$ cat config.mk
export PLATFORM = sky130hd
export DESIGN_NAME = wb_stage
export DESIGN_NICKNAME = d
export VERILOG_FILES = /design/src/rtl/wb_pkg.sv /design/src/rtl/wb_mul_fifo.sv /design/src/rtl/wb_stage.sv
export SDC_FILE = /design/constraint.sdc
export NUM_CORES = 1
export LEC_CHECK = 0
export CORE_MARGIN = 2
export CORE_UTILIZATION = 47
export DETAILED_ROUTE_END_ITERATION = 8
export PLACE_DENSITY = 0.8
export SYNTH_ARGS = -nofsm -noshare
export SYNTH_HDL_FRONTEND = slang
export SYNTH_SLANG_ARGS = --single-unit
$ cat constraint.sdc
create_clock -name Clock -period 3 [get_ports Clock]
set_clock_uncertainty 0.1 [all_clocks]
set_input_delay 0.3 -clock Clock [delete_from_list [all_inputs] [get_ports Clock]]
set_output_delay 0.3 -clock Clock [all_outputs]
set_load 0.005 [all_outputs]
$ cat src/rtl/wb_pkg.sv
// Shared types and constants for the write-back stage.
// Optional WAW kill logic is enabled with the WB_WAW_KILL_EN macro.
package wb_pkg;

  typedef struct packed {
    logic        valid;
    logic [4:0]  addr;
    logic [31:0] data;
  } wb_entry_t;

  localparam logic [4:0] ZERO_REG = 5'd0;

endpackage

$ cat src/rtl/wb_mul_fifo.sv
// Multiply result queue: circular buffer of wb_entry_t with registered count.
// Under WB_WAW_KILL_EN a kill strobe clears the valid bit of queued entries matching kill_addr.
module wb_mul_fifo
  import wb_pkg::*;
#(
  parameter int unsigned MUL_DEPTH = 2
) (
  input  logic                         clock,
  input  logic                         reset,
  input  logic                         push,
  input  wb_entry_t                    push_entry,
  input  logic                         pop,
`ifdef WB_WAW_KILL_EN
  input  logic                         kill,
  input  logic [4:0]                   kill_addr,
`endif
  output wb_entry_t                    head,
  output logic [$clog2(MUL_DEPTH):0]   count
);

  localparam int unsigned PtrW = $clog2(MUL_DEPTH);
  localparam int unsigned CntW = PtrW + 1;

  wb_entry_t           mem [MUL_DEPTH];
  logic [PtrW-1:0]     rptr_q, wptr_q;
  logic [CntW-1:0]     count_q, count_d;

  always_comb begin
    count_d = count_q;
    case ({push, pop})
      2'b10:   count_d = count_q + CntW'(1);
      2'b01:   count_d = count_q - CntW'(1);
      default: count_d = count_q;
    endcase
  end

  always_ff @(posedge clock or posedge reset) begin
    if (reset) begin
      rptr_q  <= '0;
      wptr_q  <= '0;
      count_q <= '0;
    end else begin
      if (push) wptr_q <= wptr_q + PtrW'(1);
      if (pop)  rptr_q <= rptr_q + PtrW'(1);
      count_q <= count_d;
    end
  end

  // Storage needs no reset: count gates every read of it.
  always_ff @(posedge clock) begin
    for (int i = 0; i < int'(MUL_DEPTH); i++) begin
      if (push && (wptr_q == PtrW'(i))) begin
        mem[i] <= push_entry;
      end
`ifdef WB_WAW_KILL_EN
      else if (kill && (mem[i].addr == kill_addr)) begin
        mem[i].valid <= 1'b0;
      end
`endif
    end
  end

  assign head  = mem[rptr_q];
  assign count = count_q;

endmodule

$ cat src/rtl/wb_stage.sv
// Write-back stage: pipeline writes win the port; multiply results queue and drain when idle.
// WB_WAW_KILL_EN kills queued multiply results overwritten by a pipeline write.
module wb_stage
  import wb_pkg::*;
#(
  parameter int unsigned MUL_DEPTH = 2
) (
  input  logic        Clock,
  input  logic        Reset,
  input  logic        InValid,
  input  logic        RegWriteIn,
  input  logic        MemtoReg,
  input  logic [4:0]  RAddrIn,
  input  logic [31:0] ALUData,
  input  logic [31:0] MemData,
  input  logic        MulValid,
  input  logic [4:0]  MulRAddr,
  input  logic [31:0] MulData,
  output logic        MulReady,
  output logic        MulPending,
  output logic        RegWriteOut,
  output logic [4:0]  RAddrOut,
  output logic [31:0] RDataOut
);

  localparam int unsigned CntW = $clog2(MUL_DEPTH) + 1;

  logic            pw, push, pop;
  wb_entry_t       push_entry, head;
  logic [CntW-1:0] count;

  logic            regwrite_q, regwrite_d;
  logic [4:0]      raddr_q, raddr_d;
  logic [31:0]     rdata_q, rdata_d;

  wb_mul_fifo #(
    .MUL_DEPTH (MUL_DEPTH)
  ) u_mul_fifo (
    .clock      (Clock),
    .reset      (Reset),
    .push       (push),
    .push_entry (push_entry),
    .pop        (pop),
`ifdef WB_WAW_KILL_EN
    .kill       (pw),
    .kill_addr  (RAddrIn),
`endif
    .head       (head),
    .count      (count)
  );

  assign pw         = InValid & RegWriteIn & (RAddrIn != ZERO_REG);
  assign MulReady   = (count != CntW'(MUL_DEPTH));
  assign MulPending = (count != '0);
  assign push       = MulValid & MulReady;
  assign pop        = ~pw & MulPending;

  always_comb begin
    push_entry.addr  = MulRAddr;
    push_entry.data  = MulData;
    // r0 pushes are kept so they drain in order, but never write.
    push_entry.valid = (MulRAddr != ZERO_REG);
`ifdef WB_WAW_KILL_EN
    if (pw && (MulRAddr == RAddrIn)) push_entry.valid = 1'b0;
`endif
  end

  always_comb begin
    regwrite_d = 1'b0;
    raddr_d    = raddr_q;
    rdata_d    = rdata_q;
    if (pw) begin
      regwrite_d = 1'b1;
      raddr_d    = RAddrIn;
      rdata_d    = MemtoReg ? MemData : ALUData;
    end else if (pop && head.valid) begin
      regwrite_d = 1'b1;
      raddr_d    = head.addr;
      rdata_d    = head.data;
    end
  end

  always_ff @(posedge Clock or posedge Reset) begin
    if (Reset) begin
      regwrite_q <= 1'b0;
      raddr_q    <= '0;
      rdata_q    <= '0;
    end else begin
      regwrite_q <= regwrite_d;
      raddr_q    <= raddr_d;
      rdata_q    <= rdata_d;
    end
  end

  assign RegWriteOut = regwrite_q;
  assign RAddrOut    = raddr_q;
  assign RDataOut    = rdata_q;

endmodule

* After elaboration in Yosys (flattened, before gate mapping)
Memory sizes are Yosys's and may differ from the RTL's.
Cells that the tools add are included.
** Operators by class
- Equal/unequal tests :: 3
- Reductions and logical operators :: 9
- Add/sub/neg operators :: 4
- Bitwise gates (word level) :: 6
- Multiplexer cells :: 15
** Operators with widths (number)
- $mux 32 :: 3
- $mux 38 :: 1
- $reduce_or 38->1 :: 1
- $mux 5 :: 2
- $reduce_bool 5->1 :: 2
- $mux 1 :: 8
- $reduce_bool 2->1 :: 3
- $and 1x1->1 :: 4
- $pmux 2 s2 :: 1
- $logic_and 1x1->1 :: 3
- $add 1x1->1 const B :: 2
- $add 2x1->2 const B :: 1
- $eq 2x1->1 const B :: 1
- $eq 2x2->1 const B :: 1
- $ne 2x2->1 const B :: 1
- $not 1->1 :: 2
- $sub 2x1->2 const B :: 1
** Word-level totals
- Register bits after elaboration :: 42
- Memories :: 1
- Output and inout port bits :: 40
- Bits in writable memories :: 76
- Input bits :: 112
** Memories
- u_mul_fifo.mem :: depth 2, bits a word 38, read ports 1, clocked after memory_dff 0, write ports 1, line wb_mul_fifo.sv:24 : wb_entry_t mem [MUL_DEPTH];

* Logic depth before layout (Yosys ltp)
Gate-level depths: netlist of run 1.
- Depth after elaboration :: 7
- Depth in mapped cells :: 8

* Cells and area by module
From an unflattened synthesis of run 1, not the netlist that was laid out.
** Unflattened totals
- Cell total of the unflattened synthesis :: 387
- Area total of the unflattened synthesis :: 5081.1 um2
** By module, submodules not included
- wb_mul_fifo :: area an instance 2966.6 um2, cells each 133, sequential area each 2382.3 um2, times used 1
- wb_stage :: area an instance 2114.5 um2, cells each 254, sequential area each 950.9 um2, times used 1

* Worst setup path before layout of run 1
OpenSTA, ideal clock, no wires.
- Path kind :: register to register
- Start point :: register u_mul_fifo.count_q[0] (netlist: u_mul_fifo.count[0])
- End point :: memory u_mul_fifo.mem[0][0] in the netlist's numbering (enable)
- Slack :: 0.208 ns
- Arrival time :: 2.258 ns
- Library setup time :: 0.433 ns
- Path buffers :: 0
- Stages on the path, launching flop included :: 4
- Required time :: 2.467 ns
- Period minus slack after synthesis :: 2.792 ns
- Path through :: dfrtp_1 -> nand2b_1 -> nand2_1 -> nor2_1
** Between the ends
- Word-level cells in the longest chain between the ends :: 7
- Elaborated cells between the ends (all ways) :: 11
- Those cells by class :: eq/ne: 1; mux: 6; bitwise: 1; reduce/logical: 3
** RTL lines
- start: declaration :: line wb_mul_fifo.sv:26 : logic [CntW-1:0] count_q, count_d;
- start signal: assignment :: line wb_mul_fifo.sv:45 : count_q <= count_d;
- $ne 2x2->1 (*) :: line wb_stage.sv:53 : assign MulReady = (count != CntW'(MUL_DEPTH));
- named net MulReady :: line wb_stage.sv:19 : output logic MulReady,
- $and 1x1->1 (*) :: line wb_stage.sv:55 : assign push = MulValid & MulReady;
- $logic_and 1x1->1 :: line wb_mul_fifo.sv:52 : if (push && (wptr_q == PtrW'(i))) begin
- $mux 1 :: line wb_mul_fifo.sv:52
- $mux 1 (not written as such) :: line wb_mul_fifo.sv:53 : mem[i] <= push_entry;
- $reduce_or 38->1 (no source line)
- $mux 1 (no source line)
- end: declaration :: line wb_mul_fifo.sv:24
Mark *: on every way through the listed nets, which the timed path passes. The rest lies on a longest branch.

* Worst setup path in the final report of run 1
- Start point :: register u_mul_fifo.count_q[0] (netlist: u_mul_fifo.count[0])
- End point :: output MulPending
** Between the ends
- Word-level cells in the longest chain between the ends :: 1
** RTL lines
- $reduce_bool 2->1 :: line wb_stage.sv:54 : assign MulPending = (count != '0);
- end: declaration :: line wb_stage.sv:20 : output logic MulPending,
Every way passes these cells.

==> flow_summary.ini, run 1 <==
[synthesis]
synth_top_family_by_area = multiplexers
netlist_top_cells_area = edfxtp_1 45%, dfrtp_1 21%, mux2i_1 14%
seq_area_frac_synth = 0.661
synthSimpleGateAreaFrac = 0.0555
yosysTopAreaCell = edfxtp_1
synthMuxAreaShare = 0.144
synth_xor_area_frac = 0.0102
synth_compound_area_frac = 0.0942
syn_inst = 351
synthAdderAreaFrac = 0.00248
synth_nets = 464
yosysWarnings = 0
synth_area_sq_um = 5050
synth_seq_cells = 118
syn_area_per_cell_sq_um = 14.4
synth_top_area_share = 0.452
yosys.cell_types.count = 33

[power]
powerDensity_nw_per_um2 = 964
ir_drop_uv = 489
p_leak_nw = 2.81

[detailed_routing]
first_pass_iters = 4
post_drt_wl_per_cell_um = 18.5
antenna_left = 0
drc = 0
first_iter_violations = 161
vias = 3541
drt_wl_total_um = 12100
via_per_inst = 5.43

[worst_setup_path]
worst_path_largest_cell_delay_ns = 0.57
worstPathArrival_ns = 1.94
cp.buffers_inverters = 2
crit_chain = or2_1 -> buf_4 -> clkdlybuf4s50_1
crit_family = buffers and inverters
slowest_stage = clkdlybuf4s50_1
cp.depth = 3
worstSetupEndpoint = MulPending
crit_type = flop to primary output
worst-path-max-fanout = 24
rr_worst_depth = 4
cp-startpoint = u_mul_fifo.count[0]$_DFFE_PP0P_
cp-start-kind = flop
crit_required_ns = 2.60
r2r_setup_slack_ns = 0.91
crit_path_end_kind = primary output
r2r-start = u_mul_fifo.rptr_q$_DFFE_PP0P_
worstReg2RegEnd = RAddrOut[3]$_DFFE_PP0P_

[timing]
rsz0062_at_grt = no
slew_headroom = 0.329
period_needed_ns = 2.34
slew_viol_final = 0
fin_tns_setup_ns = 0
setup_viol = 0
max_clock_freq_mhz = 428
timing.final.crit_share = 0.779
worst_pin_slew_ns = 1.01
hold_viol = 0

[floorplan]
core-area_sq_um = 10400
initial_core_util = 0.487
die-area_sq_um = 11600
rows = 37
ios = 152
die_h_um = 108
die_w_um = 108

[place]
dp_hpwl_um = 7880
place_congestion = 0.724
port_buffers = 151

[layout]
area.growth.synth_to_final_pct = 44.0
fin_util = 0.701
insertedDiodeCount = 0
finalNetCount = 616
fillers = 747
drive_above_1_share = 0.101

[global_route]
antenna_found_initial = 0
grt_max_degree = 43
grt_pass1_vias = 3801
grt_overflow = 0
grt_pass1_wl_um = 19000
grt_use_total = 0.219

[clock_network]
cts_tree = yes
cts.repair.resized = 0
clkLatencyLatePin_ns = 0.51
cts_max_level = 4
clkSinkCount = 118
root_buffer = clkbuf_8
post_cts_buffers = 0
path_clk_slew_ns = 0.06
cts.path.max_buffers = 2
cts_hold_buf = 0
cts_inserted_buffers = 17

[run]
drv_cap = 0

[status]
status = finished clean

[worst_hold_path]
min_path_type = input port to async pin
[registers in the layout, indices dropped and copies added, names as in the netlist]
signal,flops
RAddrOut,5
RDataOut,32
RegWriteOut,1
u_mul_fifo.count,2
u_mul_fifo.mem,76
u_mul_fifo.rptr_q,1
u_mul_fifo.wptr_q,1
[synthesized netlist by cell type, drive strengths merged]
master / count
edfxtp: 76
mux2i: 69
dfrtp: 42
o21ai: 38
nand3: 36
o211ai: 32
buf: 14
clkbuf: 13
nand2: 6
mux2: 3
nor2: 3
xnor2: 3
and2: 2
nand2b: 2
xor2: 2
a21oi: 1
and3: 1
ha: 1
inv: 1
nor3: 1
o21ba: 1
o21bai: 1
o221a: 1
or2: 1
or4: 1
[where the power goes]
group          leakage [nW]  internal [mW]  switching, mW
logic                  1.31           1.19           1.11
clock network         0.306           1.47          0.677
registers              1.19           2.31          0.240
total                  2.81           4.98           2.03
[through the flow]
step	area (sq um)	instances	total power [mW]	hold WS [ns]	setup slack (ns)
floorplan	5050	351	3.81	0.299	0.208
global placement	6640	620	4.78	0.373	0.623
detailed placement	6640	620	4.88	0.422	0.502
CTS	7270	652	7.06	0.250	0.634
global route	7270	652	7.38	0.251	0.560
finish	7270	652	7.00	0.238	0.663
[area by class of cell]
cell class / count / area [sq um] / share of cell area
inverter: 1 / 3.75 / 0.000516
timing repair buffer: 160 / 1570 / 0.217
clock buffer: 23 / 457 / 0.0628
tap: 136 / 170 / 0.0234
multi-input combinational: 205 / 1560 / 0.214
sequential: 118 / 3330 / 0.459
clock inverter: 9 / 173 / 0.0238
[metal layers]
layer,vias to the layer above,track usage,part of all wire
met3,18,0.0666,0.070
met1,1735,0.240,0.38
met5,-,0,0
met4,0,0.0852,0.015
met2,135,0.397,0.53
li1,1653,-,-
[layout by cell type, fill, tap and decap left out, drive strengths merged]
master         count
xor2               2
o211ai            32
mux2i             69
clkbuf            23
o21bai             1
or2                1
nand2              6
edfxtp            76
o21ba              1
and3               1
bufinv             5
inv                1
nor2               3
nor3               1
clkdlybuf4s50    150
a21oi              1
or4                1
clkinvlp           1
nand3             36
o21ai             38
and2               2
ha                 1
clkinv             3
o221a              1
mux2               3
buf               10
nand2b             2
dfrtp             42
xnor2              3
[how the worst min path moves through the flow]
stage / start / end / slack [ns] / cells after the start
after detailed placement: u_mul_fifo.count[1]$_DFFE_PP0P_ / u_mul_fifo.count[1]$_DFFE_PP0P_ / 0.42 / 1
after CTS: Reset / RDataOut[4]$_DFFE_PP0P_ / 0.25 / 2
after floorplan: MulData[0] / u_mul_fifo.mem[0][0]$_DFFE_PP_ / 0.30 / 0
after global placement: u_mul_fifo.count[1]$_DFFE_PP0P_ / u_mul_fifo.count[1]$_DFFE_PP0P_ / 0.37 / 1
after global routing: MulData[23] / u_mul_fifo.mem[0][23]$_DFFE_PP_ / 0.25 / 1
final: Reset / RDataOut[30]$_DFFE_PP0P_ / 0.24 / 2
[cell families after synthesis]
logic type      after synthesis
compound gates               74
xor+xnor                      5
fa+ha+maj                     1
buf+inv                      28
flops                       118
mux                          72
simple gates                 53
Note: power is estimated with default switching activity, not from simulation.
==> run 2: changes to the inputs <==
==> constraint.sdc (replaced) <==
create_clock -name Clock -period 2.2 [get_ports Clock]
set_clock_uncertainty 0.1 [all_clocks]
set_input_delay 0.22 -clock Clock [delete_from_list [all_inputs] [get_ports Clock]]
set_output_delay 0.22 -clock Clock [all_outputs]
set_load 0.005 [all_outputs]
==> run 2 against run 1 <==
- global-route usage shrank 0.28 points
- clock-buffer cell count shrank 4
- sequential power grew 36%
- die area is the same
- sequential cell count is the same
- cell area grew 0.81%
- critical path depth shrank 1
- via count grew 0.82%
- largest power group unchanged
- non-clock buffer count grew 7
==> flow_summary.ini, run 2 (synthesis results as in run 1) <==
[detailed_routing]
drc = 0
first_iter_violations = 151
via_per_inst = 5.43
post_drt_wl_per_cell_um = 18.3
drt_wl_total_um = 12000
antenna_left = 0
vias = 3570
first_pass_iters = 5

[layout]
layout_common_cells = 150 x clkdlybuf4s50_1, 76 x edfxtp_1, 69 x mux2i_1
layout_commonest_cell = clkdlybuf4s50_1
drive_above_1_share = 0.111
insertedDiodeCount = 0
fin_util = 0.707
fillers = 757
regMostFlops = u_mul_fifo.mem
area.growth.synth_to_final_pct = 45.2
finalNetCount = 623
largest_reg_flops = 76

[power]
p_int_mw = 6.60
combPwrFrac = 0.348
p_leak_nw = 2.84
clkPwrFrac = 0.281
switchingPower_mw = 2.76
total_power_mw = 9.36
sequentialPowerShare = 0.371
powerDensity_nw_per_um2 = 1280
swShare = 0.295
ir_drop_uv = 589

[floorplan]
ios = 152
die_w_um = 108
die_h_um = 108
die-area_sq_um = 11600
core-area_sq_um = 10400
rows = 37
initial_core_util = 0.487

[worst_setup_path]
rr_worst_depth = 5
r2r-start = u_mul_fifo.count[1]$_DFFE_PP0P_
crit_required_ns = 1.88
worstPathArrival_ns = 1.72
r2r_setup_slack_ns = 0.41
worst-path-max-fanout = 12
crit_path_end_kind = primary output
crit_type = flop to primary output
cp-start-kind = flop
worstReg2RegEnd = RDataOut[23]$_DFFE_PP0P_

[place]
dp_hpwl_um = 7850
port_buffers = 151
place_congestion = 0.732

[timing]
slew_headroom = 0.674
setup_viol = 0
slew_viol_final = 0
period_needed_ns = 2.04
timing.final.crit_share = 0.928
hold_viol = 0
worst_pin_slew_ns = 0.489
rsz0062_at_grt = no
max_clock_freq_mhz = 490

[run]
drv_cap = 0

[clock_network]
cts_tree = yes
root_buffer = clkbuf_8
cts_max_level = 4
clkLatencyLatePin_ns = 0.49
path_clk_slew_ns = 0.06
cts_inserted_buffers = 17
cts.path.max_buffers = 2
post_cts_buffers = 0
clkSinkCount = 118

[global_route]
grt_pass1_vias = 3822
grt_pass1_wl_um = 19000
grt_max_degree = 47
grt_overflow = 0
globalRouteMet2Util = 0.400
busiest_layer = met2
grt_use_total = 0.217
use_met3 = 0.0478
antenna_found_initial = 0
met1_usage = 0.250

[status]
status = finished clean

[worst_hold_path]
min_to = u_mul_fifo.mem[1][23]$_DFFE_PP_
hold_path.startpoint = MulData[23]
min_path_type = input port to flop
worstHoldPathCells = 1
-- run 2: what timing repair did --
item,in CTS,in global routing
endpoints found under the hold margin,18,0
hold buffers,1,0
endpoints found under the setup margin,1,0
gates resized for setup,2,0
-- run 2: worst max-delay path, cell delays in order (launching register included) --
cell and delay, ns:
dfrtp_1 0.41, or2_4 0.35, clkdlybuf4s50_1 0.48
-- run 2: worst max-delay path by stage --
stage,from,to,slack (ns),cells after the start
finish,u_mul_fifo.count[1]$_DFFE_PP0P_,MulPending,0.16,2
global route,u_mul_fifo.count[0]$_DFFE_PP0P_,MulPending,0.09,2
CTS,u_mul_fifo.count[1]$_DFFE_PP0P_,MulPending,0.13,2
detailed placement,RAddrIn[1],u_mul_fifo.count[1]$_DFFE_PP0P_,-0.06,7
global placement,RAddrIn[1],u_mul_fifo.count[1]$_DFFE_PP0P_,0.002,7
floorplan,u_mul_fifo.count[0]$_DFFE_PP0P_,u_mul_fifo.mem[0][0]$_DFFE_PP_,0.04,3
-- run 2: routing by layer --
metal  routed length [um]  share of wire
met4                  115         0.0096
met3                  601          0.050
met1                 4730           0.39
met2                 6580           0.55
met5                    0              0
-- run 2: area by class of cell --
class | count | area, sq um | share of cell area
timing repair buffer | 167 | 1690 | 0.231
multi-input combinational | 205 | 1560 | 0.213
tap | 136 | 170 | 0.0232
clock inverter | 12 | 136 | 0.0186
clock buffer | 19 | 432 | 0.0589
inverter | 1 | 3.75 | 0.000512
sequential | 118 | 3330 | 0.455
-- run 2: stage by stage --
step | instances | hold WS, ns | setup TNS (ns) | cell area [sq um] | setup WS, ns
5_1_grt | 658 | 0.183 | 0 | 7330 | 0.0949
3_5_place_dp | 626 | 0.380 | -0.0587 | 6750 | -0.0587
6_report | 658 | 0.204 | 0 | 7330 | 0.158
3_3_place_gp | 626 | 0.375 | 0 | 6750 | 0.00156
4_1_cts | 658 | 0.185 | 0 | 7330 | 0.126
2_1_floorplan | 351 | 0.219 | 0 | 5050 | 0.0356
-- run 2: power by group through the flow --
| stage | logic, mW | clock network (mW) | registers, mW |
|---|---|---|---|
| after detailed placement | 3.25 | 0 | 3.50 |
| final | 3.26 | 2.63 | 3.47 |
| after floorplan | 1.72 | 0 | 3.48 |
| after global routing | 3.54 | 2.76 | 3.55 |
| after global placement | 3.16 | 0 | 3.47 |
| after CTS | 3.30 | 2.66 | 3.47 |
==> run 3: changes to the inputs <==
--- a/config.mk
+++ b/config.mk
@@ -9,6 +9,7 @@
 export CORE_UTILIZATION = 47
 export DETAILED_ROUTE_END_ITERATION = 8
 export PLACE_DENSITY = 0.8
+export RECOVER_POWER = 50
 export SYNTH_ARGS = -nofsm -noshare
 export SYNTH_HDL_FRONTEND = slang
 export SYNTH_SLANG_ARGS = --single-unit
==> run 3 against run 2 <==
- register-to-register slack about the same
- non-clock buffer count unchanged
- via count down 0.22%
- hold slack better by 0.013 ns
- sequential share of layout area up 0.10 points
- combinational power down 1%
- power down 0.34%
- core utilization down 0.16 points
- final cell count unchanged
- routed wire length about the same
- first-iteration DRC count up 6.6%
==> flow_summary.ini, run 3 (synthesis results as in run 1) <==
[floorplan]
die_w_um = 108
core-area_sq_um = 10400
die-area_sq_um = 11600
initial_core_util = 0.487
rows = 37
ios = 152
die_h_um = 108

[timing]
worst_pin_slew_ns = 0.886
hold-worst-slack_ns = 0.216
slew_viol_final = 0
rsz0062_at_grt = no
period_needed_ns = 2.04
timing.final.crit_share = 0.927
hold_viol = 0
max_clock_freq_mhz = 490
setup_viol = 0
slew_headroom = 0.409

[place]
dp_hpwl_um = 7850
dp.cells = 626
place_congestion = 0.732
port_buffers = 151

[power]
swShare = 0.296
total_power_mw = 9.33
ir_drop_uv = 584
clkPwrFrac = 0.282
p_leak_nw = 2.84
switchingPower_mw = 2.76
powerDensity_nw_per_um2 = 1280
p_int_mw = 6.57
sequentialPowerShare = 0.372
combPwrFrac = 0.346

[global_route]
antenna_found_initial = 0
use_met3 = 0.0478
busiest_layer = met2
grt_pass1_wl_um = 19000
grt_use_total = 0.217
grt_overflow = 0
grt_max_degree = 47
met1_usage = 0.250
grt_pass1_vias = 3822
globalRouteMet2Util = 0.400

[clock_network]
cts.path.max_buffers = 2
clkLatencyLatePin_ns = 0.49
clkSinkCount = 118
path_clk_slew_ns = 0.05
cts_max_level = 4
cts_inserted_buffers = 17
cts_tree = yes
post_cts_buffers = 0
root_buffer = clkbuf_8

[layout]
drive_above_1_share = 0.107
finalNetCount = 623
layout_commonest_cell = clkdlybuf4s50_1
fin_cells = 658
largest_reg_flops = 76
layout_common_cells = 112 x clkdlybuf4s50_1, 76 x edfxtp_1, 69 x mux2i_1
regMostFlops = u_mul_fifo.mem
area.growth.synth_to_final_pct = 44.9
insertedDiodeCount = 0

[worst_setup_path]
worst_path_largest_cell_delay_ns = 0.48
slowest_stage = clkdlybuf4s50_1
crit_chain = or2_4 -> clkdlybuf4s50_1
crit_type = flop to primary output
worst-path-max-fanout = 12
worstPathArrival_ns = 1.72
crit_required_ns = 1.88
crit_path_end_kind = primary output
cp-start-kind = flop

[detailed_routing]
via_per_inst = 5.41
post_drt_wl_per_cell_um = 18.3
antenna_left = 0
first_iter_violations = 161
first_pass_iters = 5
drt_wl_total_um = 12000
vias = 3562
drc = 0

[worst_hold_path]
min_path_type = input port to flop

[status]
status = finished clean

[run]
drv_cap = 0
-- run 3: changes by cell type in the layout (fill, tap and decap cells not counted), sizes merged --
cell	before	now
dlygate4sd3	1	39
clkbuf	19	20
buf	16	15
clkdlybuf4s50	150	112
-- run 3: per-layer routing --
layer	share of wire	routed length, um	up-vias
met3	0.048	579	8
met2	0.55	6570	113
met1	0.40	4770	1771
li1	-	-	1670
met5	0	0	-
met4	0.0087	104	0
-- run 3: stage by stage --
step           setup WS, ns  setup TNS, ns  area, sq um   util
2_1_floorplan        0.0356              0         5050      -
3_5_place_dp        -0.0587        -0.0587         6750  0.651
6_report              0.161              0         7310  0.705
3_3_place_gp        0.00156              0         6750  0.651
4_1_cts               0.126              0         7330  0.707
5_1_grt              0.0949              0         7310  0.705
-- run 3: final timing paths --
kind,slack (ns),to,cells after the start,startpoint
worst max register to register,0.40,RDataOut[18]$_DFFE_PP0P_,5,u_mul_fifo.count[1]$_DFFE_PP0P_
max in group asynchronous,0.51,u_mul_fifo.rptr_q$_DFFE_PP0P_,4,Reset
worst min register to register,0.42,u_mul_fifo.count[1]$_DFFE_PP0P_,1,u_mul_fifo.count[1]$_DFFE_PP0P_
worst min-delay path,0.22,RDataOut[9]$_DFFE_PP0P_,4,MemtoReg
min in group asynchronous,0.83,RDataOut[11]$_DFFE_PP0P_,3,Reset
worst max-delay path,0.16,MulPending,2,u_mul_fifo.count[1]$_DFFE_PP0P_
-- run 3: worst max-delay path, delay by kind of cell (launching register included) --
family	cells	cell delay (ns)
buffers and inverters	1	0.48
DFF	1	0.41
and+or+nand+nor	1	0.35
-- run 3: area by class of cell --
class / count / area (sq um)
Tap cell: 136 / 170
Inverter: 1 / 3.75
Sequential cell: 118 / 3330
Multi-Input combinational cell: 205 / 1560
Clock buffer: 19 / 432
Fill cell: 758 / 3060
Timing Repair Buffer: 167 / 1680
Clock inverter: 12 / 136
-- run 3: power by group through the flow --
stage               registers, mW  logic, mW  clock network [mW]
floorplan                    3.48       1.72                   0
global placement             3.47       3.16                   0
detailed placement           3.50       3.25                   0
CTS                          3.47       3.30                2.66
global route                 3.55       3.51                2.76
finish                       3.47       3.22                2.63
-- run 3: what timing repair did --
action / CTS / global route
resized for setup: 2 / 0
hold buffers: 1 / 0
hold endpoints to repair: 18 / 0
setup endpoints to repair: 1 / 0
